<file path="src/rtl/wb_rr_interconnect.sv">
// Shared-bus Wishbone classic interconnect: round-robin arbitration between masters,
// decode-error termination for unmapped slave slots and a per-transfer watchdog.
module wb_rr_interconnect #(
  parameter int NUM_MASTERS = 2,
  parameter int NUM_SLAVES  = 4,
  parameter int AW          = 32,
  parameter int DW          = 32,
  parameter int TIMEOUT     = 255
) (
  input  logic                        clk,
  input  logic                        rst_n,
  input  logic [NUM_MASTERS-1:0]      m_cyc_i,
  input  logic [NUM_MASTERS-1:0]      m_stb_i,
  input  logic [NUM_MASTERS-1:0]      m_we_i,
  input  logic [NUM_MASTERS*DW/8-1:0] m_sel_i,
  input  logic [NUM_MASTERS*AW-1:0]   m_adr_i,
  input  logic [NUM_MASTERS*DW-1:0]   m_dat_i,
  output logic [NUM_MASTERS*DW-1:0]   m_dat_o,
  output logic [NUM_MASTERS-1:0]      m_ack_o,
  output logic [NUM_MASTERS-1:0]      m_err_o,
  output logic [NUM_MASTERS-1:0]      m_rty_o,
  output logic [NUM_SLAVES-1:0]       s_cyc_o,
  output logic [NUM_SLAVES-1:0]       s_stb_o,
  output logic                        s_we_o,
  output logic [DW/8-1:0]             s_sel_o,
  output logic [AW-1:0]               s_adr_o,
  output logic [DW-1:0]               s_dat_o,
  input  logic [NUM_SLAVES*DW-1:0]    s_dat_i,
  input  logic [NUM_SLAVES-1:0]       s_ack_i,
  input  logic [NUM_SLAVES-1:0]       s_err_i,
  input  logic [NUM_SLAVES-1:0]       s_rty_i,
  output logic [NUM_MASTERS-1:0]      gnt_o,
  output logic                        tmo_o
);

  localparam int MW  = (NUM_MASTERS > 1) ? $clog2(NUM_MASTERS) : 1;
  localparam int SW  = DW / 8;
  localparam int TW  = $clog2(TIMEOUT + 1);
  localparam int WCW = (TW < 8) ? 8 : TW;
  localparam logic [WCW-1:0] WLIM = (TIMEOUT == 0) ? '0 : WCW'(TIMEOUT - 1);

  localparam logic [0:0] ST_IDLE = 1'b0;
  localparam logic [0:0] ST_BUSY = 1'b1;

  logic [0:0]             state_q, state_d;
  logic [MW-1:0]          ptr_q, ptr_d;
  logic [MW-1:0]          gidx_q, gidx_d;
  logic [NUM_MASTERS-1:0] gnt_q, gnt_d;
  logic                   derr_q, derr_d;
  logic [WCW-1:0]         wcnt_q, wcnt_d;

  logic          busy;
  logic          hi_found, lo_found, req_found;
  logic [MW-1:0] hi_idx, lo_idx, req_idx;

  logic          g_cyc, g_stb, g_we;
  logic [SW-1:0] g_sel;
  logic [AW-1:0] g_adr;
  logic [DW-1:0] g_dat;

  logic [3:0]    sidx;
  logic          mapped;
  logic          sel_ack, sel_err, sel_rty;
  logic [DW-1:0] sel_dat;
  logic          any_resp, fire;

  assign busy = (state_q == ST_BUSY);

  // Round-robin search: lowest requester at or above ptr, else lowest below it (wrap).
  always_comb begin
    hi_found = 1'b0;
    hi_idx   = '0;
    lo_found = 1'b0;
    lo_idx   = '0;
    for (int m = NUM_MASTERS - 1; m >= 0; m--) begin
      if (m_cyc_i[m]) begin
        if (m >= int'(ptr_q)) begin
          hi_found = 1'b1;
          hi_idx   = MW'(m);
        end else begin
          lo_found = 1'b1;
          lo_idx   = MW'(m);
        end
      end
    end
    req_found = hi_found | lo_found;
    req_idx   = hi_found ? hi_idx : lo_idx;
  end

  always_comb begin
    g_cyc = 1'b0;
    g_stb = 1'b0;
    g_we  = 1'b0;
    g_sel = '0;
    g_adr = '0;
    g_dat = '0;
    for (int m = 0; m < NUM_MASTERS; m++) begin
      if (busy && gidx_q == MW'(m)) begin
        g_cyc = m_cyc_i[m];
        g_stb = m_stb_i[m];
        g_we  = m_we_i[m];
        g_sel = m_sel_i[m*SW +: SW];
        g_adr = m_adr_i[m*AW +: AW];
        g_dat = m_dat_i[m*DW +: DW];
      end
    end
  end

  assign sidx   = g_adr[AW-1:AW-4];
  assign mapped = (int'(sidx) < NUM_SLAVES);

  always_comb begin
    sel_ack = 1'b0;
    sel_err = 1'b0;
    sel_rty = 1'b0;
    sel_dat = '0;
    for (int s = 0; s < NUM_SLAVES; s++) begin
      if (busy && int'(sidx) == s) begin
        sel_ack = s_ack_i[s];
        sel_err = s_err_i[s];
        sel_rty = s_rty_i[s];
        sel_dat = s_dat_i[s*DW +: DW];
      end
    end
  end

  // A real termination in the limit cycle beats the watchdog, so fire excludes any response.
  assign any_resp = sel_ack | sel_err | sel_rty | derr_q;
  assign fire     = (TIMEOUT != 0) && g_stb && !any_resp && (wcnt_q == WLIM);

  always_comb begin
    derr_d = g_stb && !mapped && !derr_q;
    wcnt_d = (!g_stb || any_resp || fire) ? '0 : wcnt_q + 1'b1;
  end

  always_comb begin
    s_cyc_o = '0;
    s_stb_o = '0;
    for (int s = 0; s < NUM_SLAVES; s++) begin
      if (busy && int'(sidx) == s) begin
        s_cyc_o[s] = g_cyc;
        s_stb_o[s] = g_stb & ~fire;
      end
    end
  end

  assign s_we_o  = g_we;
  assign s_sel_o = g_sel;
  assign s_adr_o = g_adr;
  assign s_dat_o = g_dat;

  always_comb begin
    m_ack_o = '0;
    m_err_o = '0;
    m_rty_o = '0;
    m_dat_o = '0;
    for (int m = 0; m < NUM_MASTERS; m++) begin
      if (busy && gidx_q == MW'(m)) begin
        m_ack_o[m]           = sel_ack;
        m_err_o[m]           = sel_err | derr_q | fire;
        m_rty_o[m]           = sel_rty;
        m_dat_o[m*DW +: DW]  = sel_dat;
      end
    end
  end

  // Grant is held until the owner drops cyc; the release cycle forces one idle bus cycle.
  always_comb begin
    state_d = state_q;
    ptr_d   = ptr_q;
    gidx_d  = gidx_q;
    gnt_d   = gnt_q;
    case (state_q)
      ST_IDLE: begin
        if (req_found) begin
          state_d = ST_BUSY;
          gidx_d  = req_idx;
          gnt_d   = '0;
          for (int m = 0; m < NUM_MASTERS; m++) begin
            if (req_idx == MW'(m)) gnt_d[m] = 1'b1;
          end
        end
      end
      ST_BUSY: begin
        if (!g_cyc) begin
          state_d = ST_IDLE;
          gnt_d   = '0;
          ptr_d   = (gidx_q == MW'(NUM_MASTERS - 1)) ? '0 : gidx_q + 1'b1;
        end
      end
      default: begin
        state_d = ST_IDLE;
        gnt_d   = '0;
      end
    endcase
  end

  always_ff @(posedge clk or negedge rst_n) begin
    if (!rst_n) begin
      state_q <= ST_IDLE;
      ptr_q   <= '0;
      gidx_q  <= '0;
      gnt_q   <= '0;
      derr_q  <= 1'b0;
      wcnt_q  <= '0;
    end else begin
      state_q <= state_d;
      ptr_q   <= ptr_d;
      gidx_q  <= gidx_d;
      gnt_q   <= gnt_d;
      derr_q  <= derr_d;
      wcnt_q  <= wcnt_d;
    end
  end

  assign gnt_o = gnt_q;
  assign tmo_o = fire;

endmodule

</file>
<file path="config.mk">
export PLATFORM = sky130hd
export DESIGN_NAME = wb_rr_interconnect
export DESIGN_NICKNAME = d
export VERILOG_FILES = /design/src/rtl/wb_rr_interconnect.sv
export SDC_FILE = /design/constraint.sdc
export NUM_CORES = 1
export LEC_CHECK = 0
export CORE_AREA = 2 2 169 171
export DETAILED_ROUTE_END_ITERATION = 16
export DIE_AREA = 0 0 171 173
export HOLD_SLACK_MARGIN = 0.12
export SLEW_MARGIN = 20
export SYNTH_ARGS = -nofsm -noshare
export SYNTH_HDL_FRONTEND = slang
export SYNTH_SLANG_ARGS = --single-unit
</file>
<file path="constraint.sdc">
create_clock -name clk -period 6.1 [get_ports clk]
set_input_delay 1.83 -clock clk [delete_from_list [all_inputs] [get_ports clk]]
set_output_delay 1.83 -clock clk [all_outputs]
set_load 0.03 [all_outputs]
</file>
# After elaboration in Yosys (flattened, before gate mapping)
# Index checks and enable logic that the tools add are counted.
# word_totals
register_bits	14
elab_cells	109
# classes
n_addsub	2
magnitude_cmp	2
n_eq_ne	6
n_mux	62
n_bitwise	11
n_reduce_logical	20
# ops
op	n
32-bit two-way mux	10
1-bit two-way mux	45
1-bit logical AND	10
8-bit by 1-bit adder with 8-bit output, second input constant	1
4-bit by 3-bit equality test with 1-bit output, second input constant	2
8-bit equality test, second input constant	1
4-bit two-way mux	2
8-bit two-way mux	1
1-bit OR	6
2-bit AND reduction	3
4-bit by 2-bit equality test with 1-bit output, second input constant	1
1-bit logical NOT	4
4-bit logical NOT	1
4-bit by 3-bit less-than comparator with 1-bit output, second input constant	1
2-bit two-way mux	2
2-bit inequality test, second input constant	2
1-bit NOT	4
2-bit one-hot mux with 2 select lines	1
1-bit logical OR	2
1-bit one-hot mux with 2 select lines	1
1-bit adder, second input constant	1
1-bit bitwise AND	1
1-bit >= comparator, first input constant	1

# Logic depth before layout (Yosys ltp)
# Gate-level depths: netlist of run 1.
# depth
ltp_word	19
ltp_mapped	8
depth_no_buf	7

# Worst setup path after synthesis of run 1
# Ideal clock, no wire load.
# synth_path
path_type	in2out
start	in m_adr_i[28]
end	out s_cyc_o[0]
t_arrival_ns	3.547
path_slack_ns	0.723
path_stages	6
n_path_buf	2
path_cell_list	mux2_4 -> nand2_2 -> buf_6 -> buf_6 -> inv_1 -> nor3_1
# synth_via
elab_chain_len	5
# synth_rtl
element	line	source
start, declared	16	input logic [NUM_MASTERS*AW-1:0] m_adr_i,
32-bit two-way mux (2 in a row)	98	if (busy && gidx_q == MW'(m)) begin
net s_adr_o[28]	26	output logic [AW-1:0] s_adr_o,
4-bit logical NOT	140	if (busy && int'(sidx) == s) begin
1-bit logical AND	140	
1-bit two-way mux	140	
end, declared	22	output logic [NUM_SLAVES-1:0] s_cyc_o,
# The timed path passes the listed nets, and every way through them passes these cells.

# Final worst setup path of run 1
# layout_path
start	in m_adr_i[28]
end	out m_dat_o[35]
# layout_via
elab_chain_len	9
elab_cells_between_ends	15
# layout_rtl
element	line	source
32-bit two-way mux * (2 in a row)	98	
4-bit logical NOT	118	if (busy && int'(sidx) == s) begin
1-bit logical AND	118	
32-bit two-way mux (3 in a row)	118	
32-bit two-way mux *	118	
32-bit two-way mux *	158	if (busy && gidx_q == MW'(m)) begin
end, declared	18	output logic [NUM_MASTERS*DW-1:0] m_dat_o,
# Every way passes the cells marked *; elsewhere a longest branch is shown, timed or not.

==> results, run 1 <==
- Counting every sink on the clock net gives 14.
- The die is 173 um tall.
- The share of flip-flops with an asynchronous set or reset is 1.00.
- Counting instances in the post-synthesis netlist gives the leading cell types as sky130_fd_sc_hd__nor2_1 (148), sky130_fd_sc_hd__mux2i_1 (82), sky130_fd_sc_hd__o21ai_0 (45), sky130_fd_sc_hd__nand3_1 (32), sky130_fd_sc_hd__nand2_1 (31).
- The routed layout has 5365 vias.
- Each instance of the synthesized netlist takes up on average 7.02 sq um.
- The normalized max-slew margin is 0.588.
- The peak supply drop is 140 uV.
- The power per standard cell area is 265 mW/mm^2.
- Synthesis inferred 14 register bits.
- The wire length per cell is 17.7 um.
- The fraction of final layout cells sized beyond drive strength 1 is 0.154.
- The top-level I/O count is between 400 and 500.
- The floorplan step set the die width to 171 um.
- The core area is approximately 0.028 sq mm.
- The buffer cell driving the clock tree root is sky130_fd_sc_hd__clkbuf_16.
- Counting every instance in the synthesized netlist gives ~510.
- The final count of negative-setup-slack endpoints is 0.
- The initial standard-cell utilization of the core is 0.130.
- In the global route stage, overall resource usage came out at 0.148.
- When the netlist entered floorplanning its net count stood at about 800.
- After routing, the total negative slack on setup checks comes to 0 ns.
- The number of different library cells used by synthesis comes to 49.
- In the post-synthesis netlist, the cell with the most instances is sky130_fd_sc_hd__nor2_1.
- The number of antenna diodes in the final layout is 0.
- TritonCTS built the clock tree.
- The maximum buffer depth of the clock tree is 2.
- The detailed-routing iteration count for the pre-antenna-repair pass is 4.
- The most used flip-flop cell after synthesis is sky130_fd_sc_hd__dfrtp_1.
- Routability-driven placement finished with a final weighted congestion of 0.836.
- The critical path class is primary input to primary output.
- Clock-pin slew was measured on the worst setup and hold paths at 0.05 ns.
- The max-cap violation count is 0.
- Row generation in the floorplan step produced 61 rows.
- The analysis attributes to cell leakage a power of approximately 3.5 nW.
- The HPWL after detailed placement is 19300 um.
- The design draws 0.00225 W.
- The sort of element at the end of the critical path is a primary output.
- The net count of the finished layout is roughly 1.2k.
- In this run the remaining antenna-violating nets after routing total 0.
- After synthesis, the cell types taking the most area are sky130_fd_sc_hd__mux2i_1 (23%), sky130_fd_sc_hd__nor2_1 (15%), sky130_fd_sc_hd__dfrtp_1 (9.8%), sky130_fd_sc_hd__mux4_2 (7.5%), sky130_fd_sc_hd__o21ai_0 (6.3%).
- The smallest clock period supported by the final layout is computed as 5.95 ns.
- The detailed router finished its first iteration with 266 violations.
- The maximum fanout encountered on the critical timing path is 13.
- The highest achievable clock rate is 168 MHz.
- The clock arrives with 0.000839 ns of skew.
- The total standard cell area after synthesis is between 0.003 and 0.004 sq mm.
- The latest clock arrival within the worst-skew pair is between 0.2 and 0.25 ns.
- Setup repair after global routing left no endpoint under its margin.
- The worst setup path is launched from a primary input.
- The average vias per placed instance is 4.10.
- After clock tree synthesis, the flow added hold-fix buffers numbering 0.
- The number of setup buffers added after CTS is 0.
- For this run, the register share of the synthesized area comes to 0.0976.
- The top cell type's share of synthesized area is 0.229.
- Data arrives at the worst endpoint at 4.12 ns.
- The die covers roughly 0.03 sq mm.
- The overall overflow remaining after global route is 0.
- The cell taking the most area after synthesis is sky130_fd_sc_hd__mux2i_1.
- For this run, the number of Yosys warnings is 0.
- The port buffer count is between 400 and 500.
- The portion of the clock cycle consumed by the worst path in the final layout is 0.975.
- The tightest min-delay check is of the flop to flop type.
- Summed over all layers, the routed wires come to 23100 um.
- The synthesized design contains 0 enable-type register cells.
- The number of gates resized after CTS was 0.
- The pin count of the biggest net entering global routing is 77.
- The number of global-route vias before repair is roughly 5.7k.
- In this run the number of H-tree levels came out at 1.
- At the pin with the least slew margin, the transition time is 0.616 ns.
- After detailed routing, the number of remaining DRC violations is 0.
- The count of final hold-check violations is 0.
- Relative to the synthesized area, the layout overhead comes to 137%.
- The number of clock buffers added by TritonCTS is 3.
- The first global-routing pass estimated 33900 um of wire.
- The max-slew violation count is 0.
- The run finished with clean final reports.
- The initial antenna violation count is 0.
- The required time reported for the critical path endpoint is approximately 4.3 ns.
-- worst paths after layout --
| kind | start | to | slack [ns] | cells past startpoint |
|---|---|---|---|---|
| max in group asynchronous | rst_n | gidx_q | 3.67 | 1 |
| setup / recovery | m_adr_i[28] | m_dat_o[35] | 0.15 | 8 |
| min in group asynchronous | rst_n | gidx_q | 1.98 | 1 |
| hold / removal | gnt_o[0] | gnt_o[0] | 0.48 | 2 |
| setup reg to reg | gidx_q | wcnt_q[0] | 3.70 | 7 |
| hold reg to reg | gnt_o[0] | gnt_o[0] | 0.48 | 2 |
-- report_power, final --
| part | switching [W] | total, W | internal, W | leakage, nW |
|---|---|---|---|---|
| clock | 0.0000359 | 0.000135 | 0.0000991 | 0.0442 |
| sequential | 0.0000337 | 0.000144 | 0.000111 | 0.182 |
| combinational | 0.00111 | 0.00197 | 0.000861 | 3.23 |
| total | 0.00118 | 0.00225 | 0.00107 | 3.46 |
-- worst max-delay path, stage by stage --
cell and delay, ns:
sky130_fd_sc_hd__clkdlybuf4s50_1 0.42, sky130_fd_sc_hd__mux2_4 0.31, sky130_fd_sc_hd__nand2_2 0.10, sky130_fd_sc_hd__buf_12 0.17, sky130_fd_sc_hd__mux4_2 0.51, sky130_fd_sc_hd__nand2_1 0.11
sky130_fd_sc_hd__nor2_1 0.05, sky130_fd_sc_hd__clkdlybuf4s50_1 0.61
-- routing by layer --
metal,vias up,part of all wire,track usage
li1,2640,-,-
met1,2489,0.43,0.187
met2,220,0.50,0.268
met3,16,0.054,0.0238
met4,0,0.012,0.0194
met5,-,0,0
-- logic make-up after synthesis --
family,synth area share
muxes,0.328
DFF,0.0976
xor gates and xnor gates,0.0146
and+or+nand+nor,0.294
AOI/OAI and AO/OA,0.188
adders and majority gates,0.00697
buffers and inverters,0.0708
-- cells in the final DEF, fill, tap and decap left out, types with 2 or more instances in the layout --
cell,instances
sky130_fd_sc_hd__a21bo_2,2
sky130_fd_sc_hd__a21boi_0,2
sky130_fd_sc_hd__a21oi_1,30
sky130_fd_sc_hd__buf_12,14
sky130_fd_sc_hd__buf_4,81
sky130_fd_sc_hd__clkbuf_16,3
sky130_fd_sc_hd__clkdlybuf4s50_1,366
sky130_fd_sc_hd__dfrtp_1,12
sky130_fd_sc_hd__ha_1,2
sky130_fd_sc_hd__inv_1,4
sky130_fd_sc_hd__mux2_2,3
sky130_fd_sc_hd__mux2_4,2
sky130_fd_sc_hd__mux2i_1,81
sky130_fd_sc_hd__mux2i_4,2
sky130_fd_sc_hd__mux4_2,12
sky130_fd_sc_hd__nand2_1,30
sky130_fd_sc_hd__nand2_2,2
sky130_fd_sc_hd__nand3_1,32
sky130_fd_sc_hd__nand4b_1,2
sky130_fd_sc_hd__nor2_1,148
sky130_fd_sc_hd__nor3_1,5
sky130_fd_sc_hd__nor3b_2,2
sky130_fd_sc_hd__nor4b_2,4
sky130_fd_sc_hd__o21ai_0,45
sky130_fd_sc_hd__o221ai_4,2
sky130_fd_sc_hd__o22a_1,8
sky130_fd_sc_hd__o22ai_1,2
sky130_fd_sc_hd__o22ai_2,2
sky130_fd_sc_hd__xnor2_1,3
sky130_fd_sc_hd__xor2_1,3
-- state kept, by name, summed over array words and instances (netlist names) --
register / flops
derr_q: 1
gnt_o: 2
busy: 1
wcnt_q: 8
ptr_q: 1
gidx_q: 1
-- through the flow --
step	util	setup slack, ns	cell area [sq um]	std cells	hold WS (ns)
2_1_floorplan	-	0.723	3590	511	0.457
3_3_place_gp	0.304	0.102	8400	1302	0.463
3_5_place_dp	0.304	0.131	8400	1302	0.475
4_1_cts	0.307	0.121	8490	1306	0.486
5_1_grt	0.308	0.0152	8520	1307	0.506
6_report	0.308	0.150	8520	1307	0.479
-- final cells by class --
cell class	instances	area (sq um)
inverter	5	20.0
tap	378	473
fill	3019	19100
clock buffer	4	88.8
multi-input combinational	444	3000
sequential	14	355
timing repair buffer	462	4580
Note: power is estimated with default switching activity, not from simulation.
==> run 2, diff against run 1 <==
Settings changed: CTS_BUF_LIST set to sky130_fd_sc_hd__clkbuf_4 sky130_fd_sc_hd__clkbuf_8, SLEW_MARGIN 20 to unset.
==> results, run 2 (same netlist as run 1, synthesis figures left out) <==
- The post-CTS resize count was 0 (unchanged).
- The internal power of the cells is 0.00102 W (-4.5%).
- The maximum fanout encountered on the critical timing path is 13 (unchanged).
- TritonCTS built the clock tree.
- The power share of the combinational group is 0.893 (+0.017).
- The combined global-route utilization of all metal layers is 0.148 (+0.000191).
- The maximum buffer depth of the clock tree is 2 (unchanged).
- The number of H-tree levels is 1 (unchanged).
- The run finished with clean final reports.
- The post-layout total power was 0.00220 W (-2.4%).
- Setup repair after global routing left no endpoint under its margin.
- The final cell count without fillers is 1306 (-0.077%).
- The fraction of power consumed by the clock network was 0.041 (-0.019).
- The setup slack of the most critical reg-to-reg path is 3.69 ns (about the same).
- In this run the clock root is driven by a sky130_fd_sc_hd__clkbuf_8.
- The critical register-to-register path startpoint is gidx_q.
- The kind of launch point of the worst setup path is a primary input.
- The HPWL after detailed placement is 19300 um (unchanged).
- The portion of the clock cycle consumed by the worst path in the final layout was 0.976 (about the same).
- The min-delay analysis places its worst path in the category flop to flop.
- The number of remaining DRC errors is 0 (unchanged).
- The wire length after detailed routing came to 23100 um (-0.13%).
- The overall overflow remaining after global route is 0 (unchanged).
- The max-slew violation count is 0 (unchanged).
- The wire length per cell came to 17.7 um (about the same).
- The number of nets with antenna violations after routing came to 0 (unchanged).
- The number of flip-flops in the largest register is 8 (unchanged).
- The number of buffers inserted to repair setup after CTS was 0 (unchanged).
- The peak supply drop is 141 uV (+0.83%).
- The average vias per placed instance is 4.09 (-0.37%).
- The number of clock sinks seen by CTS is 14 (unchanged).
- The post-CTS clock slew at the launch and capture registers of the worst setup and hold paths is 0.06 ns (about the same).
- The die area came to 0.0296 sq mm (unchanged).
- The number of global-route vias before repair came to 5655 (+0.053%).
- The clock tree skew after final layout is 0.00122 ns (+0.000380 ns).
- The height of the chip is 173 um (unchanged).
- The cell depth of the worst hold path is 2 (unchanged).
- The highest achievable clock rate is 168 MHz (about the same).
- The pin count of the biggest net entering global routing came to 77 (unchanged).
- The initial standard-cell utilization of the core is 0.130 (unchanged).
- The detailed-routing iteration count for the pre-antenna-repair pass is 4 (unchanged).
- The max-cap violation count is 0 (unchanged).
- The total negative setup slack came to 0 ns (unchanged).
- The power spent charging and discharging nets is 0.00118 W (-0.53%).
- The total clock buffers created by CTS was 3 (unchanged).
- The overall via count from detail_route came to 5341 (-0.45%).
- The register with the most flip-flops is wcnt_q.
- The fraction of final layout cells sized beyond drive strength 1 is 0.153 (-0.000912).
- The required time reported for the critical path endpoint came to 4.27 ns (about the same).
- The latest clock arrival within the worst-skew pair is 0.25 ns (about the same).
- The startpoint of the lowest-slack hold path is gnt_o[0].
- The global-route wire length before repair came to 33900 um (about the same).
- The relative area change from synthesis to final layout is 136%.
- The final estimated routing congestion in global placement is 0.836 (unchanged).
- The core occupancy in the finished layout is 0.306 (-0.00222).
- The count of final hold-check violations was 0 (unchanged).
- The slew of the pin with the lowest slew margin is 1.12 ns (+0.506 ns).
- The cell count after placement is 1302 (unchanged).
- The power per standard cell area came to 260 mW/mm^2 (-1.7%).
- The net total in the final layout is 1215 (-0.082%).
- The depth of the most critical reg-to-reg path is 7 (unchanged).
- The count of standard-cell rows was 61 (unchanged).
- The core area came to 0.0276 sq mm (unchanged).
- The number of antenna repair diodes is 0 (unchanged).
- The DRC marker count from the first detailed-route iteration is 283 (+6.4%).
- The normalized max-slew margin is 0.252 (-0.336).
- In the layout the commonest cells are sky130_fd_sc_hd__clkdlybuf4s50_1 (366), sky130_fd_sc_hd__nor2_1 (148), sky130_fd_sc_hd__mux2i_1 (81), sky130_fd_sc_hd__buf_4 (81), sky130_fd_sc_hd__o21ai_0 (45).
- The final count of negative-setup-slack endpoints is 0 (unchanged).
- The proportion of power drawn by flip-flops and latches is 0.065 (about the same).
- By startpoint and endpoint, the worst setup path is classified as primary input to primary output.
- The arrival time of data at the critical path endpoint is 4.12 ns (about the same).
- The overall die width was 171 um (unchanged).
- The leakage power figure is 3.43 nW (-0.82%).
- Leaving out fill and tap cells, the most frequent cell in the layout is sky130_fd_sc_hd__clkdlybuf4s50_1.
- The worst hold path terminates at gnt_o[0].
- The minimum clock period is 5.95 ns (+0.000909 ns).
- The worst setup path is captured at a primary output.
- The port buffer count is 433 (unchanged).
- The worst flop-to-flop path endpoint is wcnt_q[0].
- The hold-fix buffer count after cts came to 0 (unchanged).
- The switching power as a share of total power is 0.535 (+0.0102).
- The startpoint of the worst setup timing path is m_adr_i[28].
- The initial antenna violation count is 0 (unchanged).
- The top-level I/O count is 434 (unchanged).
run 2: changes by cell type in the layout (fill, tap and decap cells not counted), sizes merged:
cell	change
buf	-1
run 2: power by group through the flow:
stage / Combinational (W) / Sequential, W / Clock (W)
finish: 0.00197 / 0.000144 / 0.0000905
floorplan: 0.00115 / 0.000128 / 0
detailed placement: 0.00198 / 0.000147 / 0
global placement: 0.00198 / 0.000146 / 0
global route: 0.00209 / 0.000148 / 0.0000984
CTS: 0.00199 / 0.000145 / 0.0000935
run 2: worst max path at each step:
stage	endpoint	slack [ns]
global placement	m_dat_o[32]	0.10
finish	m_dat_o[43]	0.15
detailed placement	m_dat_o[32]	0.13
floorplan	s_cyc_o[0]	0.72
global route	m_dat_o[47]	0.02
CTS	m_dat_o[32]	0.12
run 2: through the flow:
stage / hold slack [ns] / worst slack (ns) / area [sq um]
after floorplan: 0.457 / 0.723 / 3590
after global placement: 0.463 / 0.102 / 8400
after detailed placement: 0.475 / 0.131 / 8400
after CTS: 0.489 / 0.121 / 8460
after global routing: 0.509 / 0.0152 / 8460
final: 0.477 / 0.149 / 8460
run 2: final cells by class:
class | instances | area [sq um]
fillers | 3026 | 19200
repair buffers | 461 | 4550
multi-input cells | 444 | 3000
well taps | 378 | 473
flip-flops and latches | 14 | 355
clock buffers | 4 | 55.1
inverters | 5 | 20.0
run 2: worst max-delay path: stages:
cell and delay [ns]:
sky130_fd_sc_hd__clkdlybuf4s50_1 0.42, sky130_fd_sc_hd__mux2_4 0.31, sky130_fd_sc_hd__nand2_2 0.10, sky130_fd_sc_hd__buf_12 0.17
sky130_fd_sc_hd__mux4_2 0.50, sky130_fd_sc_hd__nand2_1 0.11, sky130_fd_sc_hd__nor2_1 0.06, sky130_fd_sc_hd__clkdlybuf4s50_1 0.61
run 2: routing by layer:
metal | vias up | global-route usage | wire [um]
li1 | 2635 | - | -
met2 | 209 | 0.269 | 11700
met4 | 0 | 0.0215 | 278
met5 | - | 0 | 0
met3 | 18 | 0.0238 | 1280
met1 | 2479 | 0.186 | 9870
==> run 3, diff against run 2 <==
Settings changed: SKIP_CTS_REPAIR_TIMING set to 1.
==> results of run 3 <==
Same layout as run 2: the final DEF is identical, and so are final timing and power.
